**src/rtl/vector_mem_pkg.sv**
```systemverilog
// Shared types and constants for the vector load/store unit.
// Holds the sequencer state enum, memory geometry constants and a lane-slice helper.
package vector_mem_pkg;

    localparam int LANE_COUNT = 4;
    localparam int WORD_WIDTH = 64;
    localparam int MEM_ADDRESS_WIDTH = 19;
    localparam int IDX_WIDTH = $clog2(LANE_COUNT + 1);

    typedef enum logic [1:0] {
        IDLE,
        RUN,
        DRAIN,
        DONE
    } vlsuState_e;

    function automatic logic [WORD_WIDTH-1:0] laneSlice(
        input logic [LANE_COUNT*WORD_WIDTH-1:0] vec,
        input logic [IDX_WIDTH-1:0] idx
    );
        return vec[idx*WORD_WIDTH +: WORD_WIDTH];
    endfunction

endpackage

```
**src/rtl/vector_address_gen.sv**
```systemverilog
// Element counter plus strided address accumulator (no multiplier).
// Ports: load (capture base/stride/length), advance (step one element),
// address/index of the current element, last (current element is final).
module vector_address_gen
    import vector_mem_pkg::*;
#(
    parameter int ADDRESS_WIDTH = MEM_ADDRESS_WIDTH,
    parameter int INDEX_WIDTH = IDX_WIDTH
) (
    input  logic                     clk,
    input  logic                     reset,
    input  logic                     load,
    input  logic [ADDRESS_WIDTH-1:0] base,
    input  logic [ADDRESS_WIDTH-1:0] stride,
    input  logic [INDEX_WIDTH-1:0]   length,
    input  logic                     advance,
    output logic [ADDRESS_WIDTH-1:0] address,
    output logic [INDEX_WIDTH-1:0]   index,
    output logic                     last
);

    localparam logic [INDEX_WIDTH-1:0] ONE = INDEX_WIDTH'(1);

    logic [ADDRESS_WIDTH-1:0] strideReg;
    logic [INDEX_WIDTH-1:0] lengthReg;

    // Adding the two's-complement stride modulo 2^ADDRESS_WIDTH gives
    // negative strides and silent wrap-around for free.
    always_ff @(posedge clk) begin
        if (reset) begin
            address <= '0;
            index <= '0;
            strideReg <= '0;
            lengthReg <= '0;
        end else if (load) begin
            address <= base;
            index <= '0;
            strideReg <= stride;
            lengthReg <= length;
        end else if (advance) begin
            address <= address + strideReg;
            index <= index + ONE;
        end
    end

    assign last = (index == lengthReg - ONE);

endmodule

```
**src/rtl/vector_load_store_unit.sv**
```systemverilog
// Strided vector load/store sequencer: one element access per cycle to a 64-bit memory.
// Ports: start/isStore/baseAddress/stride/vectorLength/storeData command in; busy/done/loadData out;
// memWriteEnable/memReadAddress/memWriteAddress/memWriteData/memReadData to memory.
// Optional macro VLSU_MASK_EN adds elementMask (masked elements keep their cycle but do not access).
module vector_load_store_unit
    import vector_mem_pkg::*;
#(
    parameter int LANES = LANE_COUNT,
    parameter int DATA_WIDTH = WORD_WIDTH,
    parameter int ADDRESS_WIDTH = MEM_ADDRESS_WIDTH
) (
    input  logic                          clk,
    input  logic                          reset,
    input  logic                          start,
    input  logic                          isStore,
    input  logic [ADDRESS_WIDTH-1:0]      baseAddress,
    input  logic [ADDRESS_WIDTH-1:0]      stride,
    input  logic [$clog2(LANES+1)-1:0]    vectorLength,
    input  logic [LANES*DATA_WIDTH-1:0]   storeData,
`ifdef VLSU_MASK_EN
    input  logic [LANES-1:0]              elementMask,
`endif
    output logic                          busy,
    output logic                          done,
    output logic [LANES*DATA_WIDTH-1:0]   loadData,
    output logic                          memWriteEnable,
    output logic [ADDRESS_WIDTH-1:0]      memReadAddress,
    output logic [ADDRESS_WIDTH-1:0]      memWriteAddress,
    output logic [DATA_WIDTH-1:0]         memWriteData,
    input  logic [DATA_WIDTH-1:0]         memReadData
);

    localparam int VL_WIDTH = $clog2(LANES + 1);
    localparam int SEL_WIDTH = $clog2(LANES);
    localparam logic [VL_WIDTH-1:0] MAX_VL = VL_WIDTH'(LANES);

    vlsuState_e state, nextState;

    logic isStoreReg;
    logic [LANES*DATA_WIDTH-1:0] storeReg;
    logic [ADDRESS_WIDTH-1:0] readHold, writeHold, address;
    logic [VL_WIDTH-1:0] index, vlClamped;
    logic last, accept, issue, elementActive;
    logic capValid, capActive;
    logic [SEL_WIDTH-1:0] capIndex;
`ifdef VLSU_MASK_EN
    logic [LANES-1:0] maskReg;
`endif

    assign vlClamped = (vectorLength > MAX_VL) ? MAX_VL : vectorLength;
    assign accept = (state == IDLE) && start;
    assign issue = (state == RUN);

`ifdef VLSU_MASK_EN
    assign elementActive = maskReg[index[SEL_WIDTH-1:0]];
`else
    assign elementActive = 1'b1;
`endif

    vector_address_gen #(
        .ADDRESS_WIDTH(ADDRESS_WIDTH),
        .INDEX_WIDTH(VL_WIDTH)
    ) addrGen (
        .clk(clk),
        .reset(reset),
        .load(accept),
        .base(baseAddress),
        .stride(stride),
        .length(vlClamped),
        .advance(issue),
        .address(address),
        .index(index),
        .last(last)
    );

    always_ff @(posedge clk) begin
        if (reset) state <= IDLE;
        else state <= nextState;
    end

    always_comb begin
        nextState = state;
        unique case (state)
            IDLE: if (start) nextState = (vlClamped == '0) ? DONE : RUN;
            RUN: if (last) nextState = isStoreReg ? DONE : DRAIN;
            DRAIN: nextState = DONE;
            DONE: nextState = IDLE;
            default: nextState = IDLE;
        endcase
    end

    // Read data returns one cycle after its address, so each load issue
    // is remembered for one cycle and captured on the following edge.
    always_ff @(posedge clk) begin
        if (reset) begin
            isStoreReg <= 1'b0;
            storeReg <= '0;
`ifdef VLSU_MASK_EN
            maskReg <= '0;
`endif
            readHold <= '0;
            writeHold <= '0;
            capValid <= 1'b0;
            capActive <= 1'b0;
            capIndex <= '0;
            loadData <= '0;
        end else begin
            capValid <= issue && !isStoreReg;
            capActive <= elementActive;
            capIndex <= index[SEL_WIDTH-1:0];
            if (accept) begin
                isStoreReg <= isStore;
                storeReg <= storeData;
`ifdef VLSU_MASK_EN
                maskReg <= elementMask;
`endif
                if (!isStore) begin
                    for (int l = 0; l < LANES; l++) begin
                        if (l >= int'(vlClamped))
                            loadData[l*DATA_WIDTH +: DATA_WIDTH] <= '0;
                    end
                end
            end
            if (issue && isStoreReg) writeHold <= address;
            if (issue && !isStoreReg) readHold <= address;
            if (capValid)
                loadData[capIndex*DATA_WIDTH +: DATA_WIDTH] <=
                    capActive ? memReadData : '0;
        end
    end

    always_comb begin
        busy = (state == RUN) || (state == DRAIN);
        done = (state == DONE);
        memWriteEnable = issue && isStoreReg && elementActive;
        memWriteData = '0;
        memWriteAddress = writeHold;
        memReadAddress = readHold;
        if (issue && isStoreReg) begin
            memWriteData = laneSlice(storeReg, index);
            memWriteAddress = address;
        end
        if (issue && !isStoreReg) memReadAddress = address;
    end

endmodule

```
**config.mk**
```make
export PLATFORM = sky130hd
export DESIGN_NAME = vector_load_store_unit
export DESIGN_NICKNAME = d
export VERILOG_FILES = /design/src/rtl/vector_mem_pkg.sv /design/src/rtl/vector_address_gen.sv /design/src/rtl/vector_load_store_unit.sv
export SDC_FILE = /design/constraint.sdc
export NUM_CORES = 1
export LEC_CHECK = 0
export ABC_CLOCK_PERIOD_IN_PS = 2800
export CAP_MARGIN = 20
export CORE_AREA = 4 4 283 285
export CTS_CLUSTER_DIAMETER = 40
export DETAILED_ROUTE_END_ITERATION = 12
export DIE_AREA = 0 0 287 289
export GPL_ROUTABILITY_DRIVEN = 0
export PLACE_DENSITY = 0.68
export SYNTH_ARGS = -nofsm -noshare
export SYNTH_HDL_FRONTEND = slang
export SYNTH_SLANG_ARGS = --single-unit
```
**constraint.sdc**
```tcl
create_clock -name clk -period 2.8 [get_ports clk]
set_input_delay 0.56 -clock clk [delete_from_list [all_inputs] [get_ports clk]]
set_output_delay 0.56 -clock clk [all_outputs]
set_load 0.02 [all_outputs]
```
==> reports/metrics.csv <==
metric,value,unit
pwr-share-comb,23.6,%
slew_headroom,31.9,%
grt-ovfl-total,0,
min_path_cells,3,
cts_sinks,601,
cp.required,2.24,ns
initial_utilization,31.0,%
ant_nets,0,
drc,0,
fin_nets,3713,
ys_top_cells_by_count,"601 x dfxtp_1, 571 x nand2_1, 303 x a21oi_1",
synth_flop_cell,dfxtp_1,
r2r_cells,10,
seq_power_share,34.0,%
r2r_slack,0.20,ns
max_freq,357,MHz
grt_pass1_vias,22059,
p_sw_share,30.2,%
status,finished with violations,
num_rows,102,
rsz0062_at_grt,yes,
min_period_over_period,100,%
cp-start-kind,flop,
yosysMostFrequentCell,dfxtp_1,
synth_warnings,0,
criticalPathCategory,flop to output pin,
yosys.area.top_type,dfxtp_1,
cp.arrival,2.24,ns
cts_tree,built,
fin_ws,-0.00368,ns
hold_viol_final,0,
final_util,47.3,%
drv_slew,0,
synth_edf_count,0,
seq_area_frac_synth,50.3,%
cts.htree.levels,3,
grt_first_pass_wirelength,140,mm
postSynthAreaPerCell,9.03,um^2
clock_latency,0.65,ns
dr.first_iter.drc_count,1939,
power.density,813,nW/um^2
synth_top_area_share,50.3,%
rr_endpoint,addrGen.address[18],
fin_crit,2.80,ns
die_x,287,um
worst_pin_slew,1.02,ns
setup_violations,1,
root_buffer,clkbuf_16,
synth-seq-cells,601,
postCtsHoldBufs,0,
finalPower,29700,uW
regToRegStartpoint,addrGen.strideReg[0],
ioPinCount,726,
cp_max_fo,16,
power.switching,8980,uW
grt_max_degree,198,
cts_buffers,93,
die-height,289,um
antenna_found_initial,19,
cap_violations,0,
synth_area_leaders,"dfxtp_1 50%, a32oi_1 9.4%, nand2_1 9.0%, a21oi_1 6.3%, mux4_2 6.0%",
hold_class,primary input to flop,
synth_cell_types,55,
grt_util_all_layers,21.8,%
cts_max_path_buffers,3,
clk_pin_slew,0.06,ns
fin_skew,0.0379,ns
wl_per_cell,21.8,um
syn_inst,2650,
timing.hold.ws,0.451,ns
wirelength,97.1,mm
hp-start,storeData[218],
fill_cells,7374,
dieArea,82900,um^2
drive_above_1_share,15.1,%
dpl.hpwl,65.9,mm
clockPowerShare,42.3,%
vias,22917,
endpoint_kind,output pin,
port_buffers,725,
area_growth,52.7,%
fin_tns_setup,-0.00368,ns
ir_drop,482,uV
whs_endpoint,storeReg[218],
leakage,0.0134,uW
synth_area,23900,um^2
synth_nets,3045,
async_flop_share,0,%
core_area,77300,um^2
viasPerCell,5.15,
violations,setup timing,
dr.pass1.iters,6,
internal_power,20700,uW
[placed cells by master (no fill, tap or decap), drive strengths merged, types with 6 or more instances in the layout]
cell type / n
clkinv: 20
a21o: 6
a31oi: 9
inv: 23
dlygate4sd2: 10
nor3: 9
a211oi: 9
xnor2: 14
clkdlybuf4s50: 620
clkbuf: 116
a32oi: 256
nand2: 571
a21oi: 303
mux2: 36
diode: 13
dfxtp: 601
and2: 41
nor2b: 71
xor2: 7
nor2: 279
mux2i: 8
clkinvlp: 13
o21ai: 20
nand3: 7
ha: 29
buf: 179
bufinv: 17
mux4: 64
[repair_timing]
item,4_1_cts,5_1_grt
gates resized for setup,405,135
setup buffers,18,15
pin swaps,1,1
gates cloned,7,2
setup endpoints to repair,101,77
[worst max path at each step]
stage,endpoint,slack [ns],depth (start not counted),start
after floorplan,memWriteData[10],0.35,8,state[1]
after global placement,memWriteData[38],0.19,7,state[1]
after detailed placement,memWriteData[38],0.15,7,state[1]
after CTS,memWriteData[51],-0.1,6,addrGen.index[0]
after global routing,memWriteData[56],-0.1,7,state[1]
final,memWriteData[56],-0.004,7,state[1]
[stage by stage]
stage | instances | setup slack (ns) | cell area (um^2)
finish | 4449 | -0.00368 | 36600
global route | 4447 | -0.0963 | 36500
CTS | 4421 | -0.0998 | 36000
detailed placement | 4223 | 0.149 | 32400
global placement | 4223 | 0.188 | 32400
floorplan | 2650 | 0.352 | 23900
[per-layer routing]
metal  GRT usage (%)  routed length, um  up-vias  part of all wire, %
li1                -                  -    10719                    -
met1            26.7              38100    10984                   39
met2            35.5              45500      964                   47
met3            5.72               8400      238                  8.7
met4            11.1               5010       12                  5.2
met5               0                 76        -                0.078
[flip-flops by register name, indices dropped and copies added (netlist names), 2 cells and up]
register and count:
addrGen.address 19, addrGen.index 3, addrGen.lengthReg 3, addrGen.strideReg 19, capIndex 2, loadData 256
readHold 19, state 2, storeReg 256, writeHold 19
[power by group through the flow]
stage	clock [uW]	sequential [uW]	combinational, uW
floorplan	0	10000	3960
global placement	0	10200	6380
detailed placement	0	10300	6420
CTS	12800	10100	6830
global route	13200	10200	7600
finish	12600	10100	7020
[cell families after synthesis]
logic type,after synthesis,synth area share [%]
xor gates and xnor gates,21,0.768
and+or+nand+nor,999,17.2
DFF,601,50.3
AOI/OAI and AO/OA,632,17.9
buffers and inverters,259,4.19
muxes,108,8.05
adders and majority gates,30,1.60
[critical path: stages, from the launching register on]
cell	delay [ns]
dfxtp_4	0.35
inv_4	0.07
ha_4	0.17
nand2_4	0.09
or2_4	0.35
clkbuf_16	0.25
nor2b_1	0.16
buf_4	0.16
[layout make-up]
class / count / area (um^2) / area share, %
flip-flops and latches: 601 / 12000 / 33.0
multi-input cells: 1790 / 11200 / 30.7
repair buffers: 819 / 8460 / 23.1
clock buffers: 113 / 2530 / 6.93
well taps: 1040 / 1300 / 3.56
clock inverters: 60 / 912 / 2.50
inverters: 13 / 51.3 / 0.140
diodes: 13 / 32.5 / 0.0890
No activity file was read; power rests on OpenSTA's default activity.
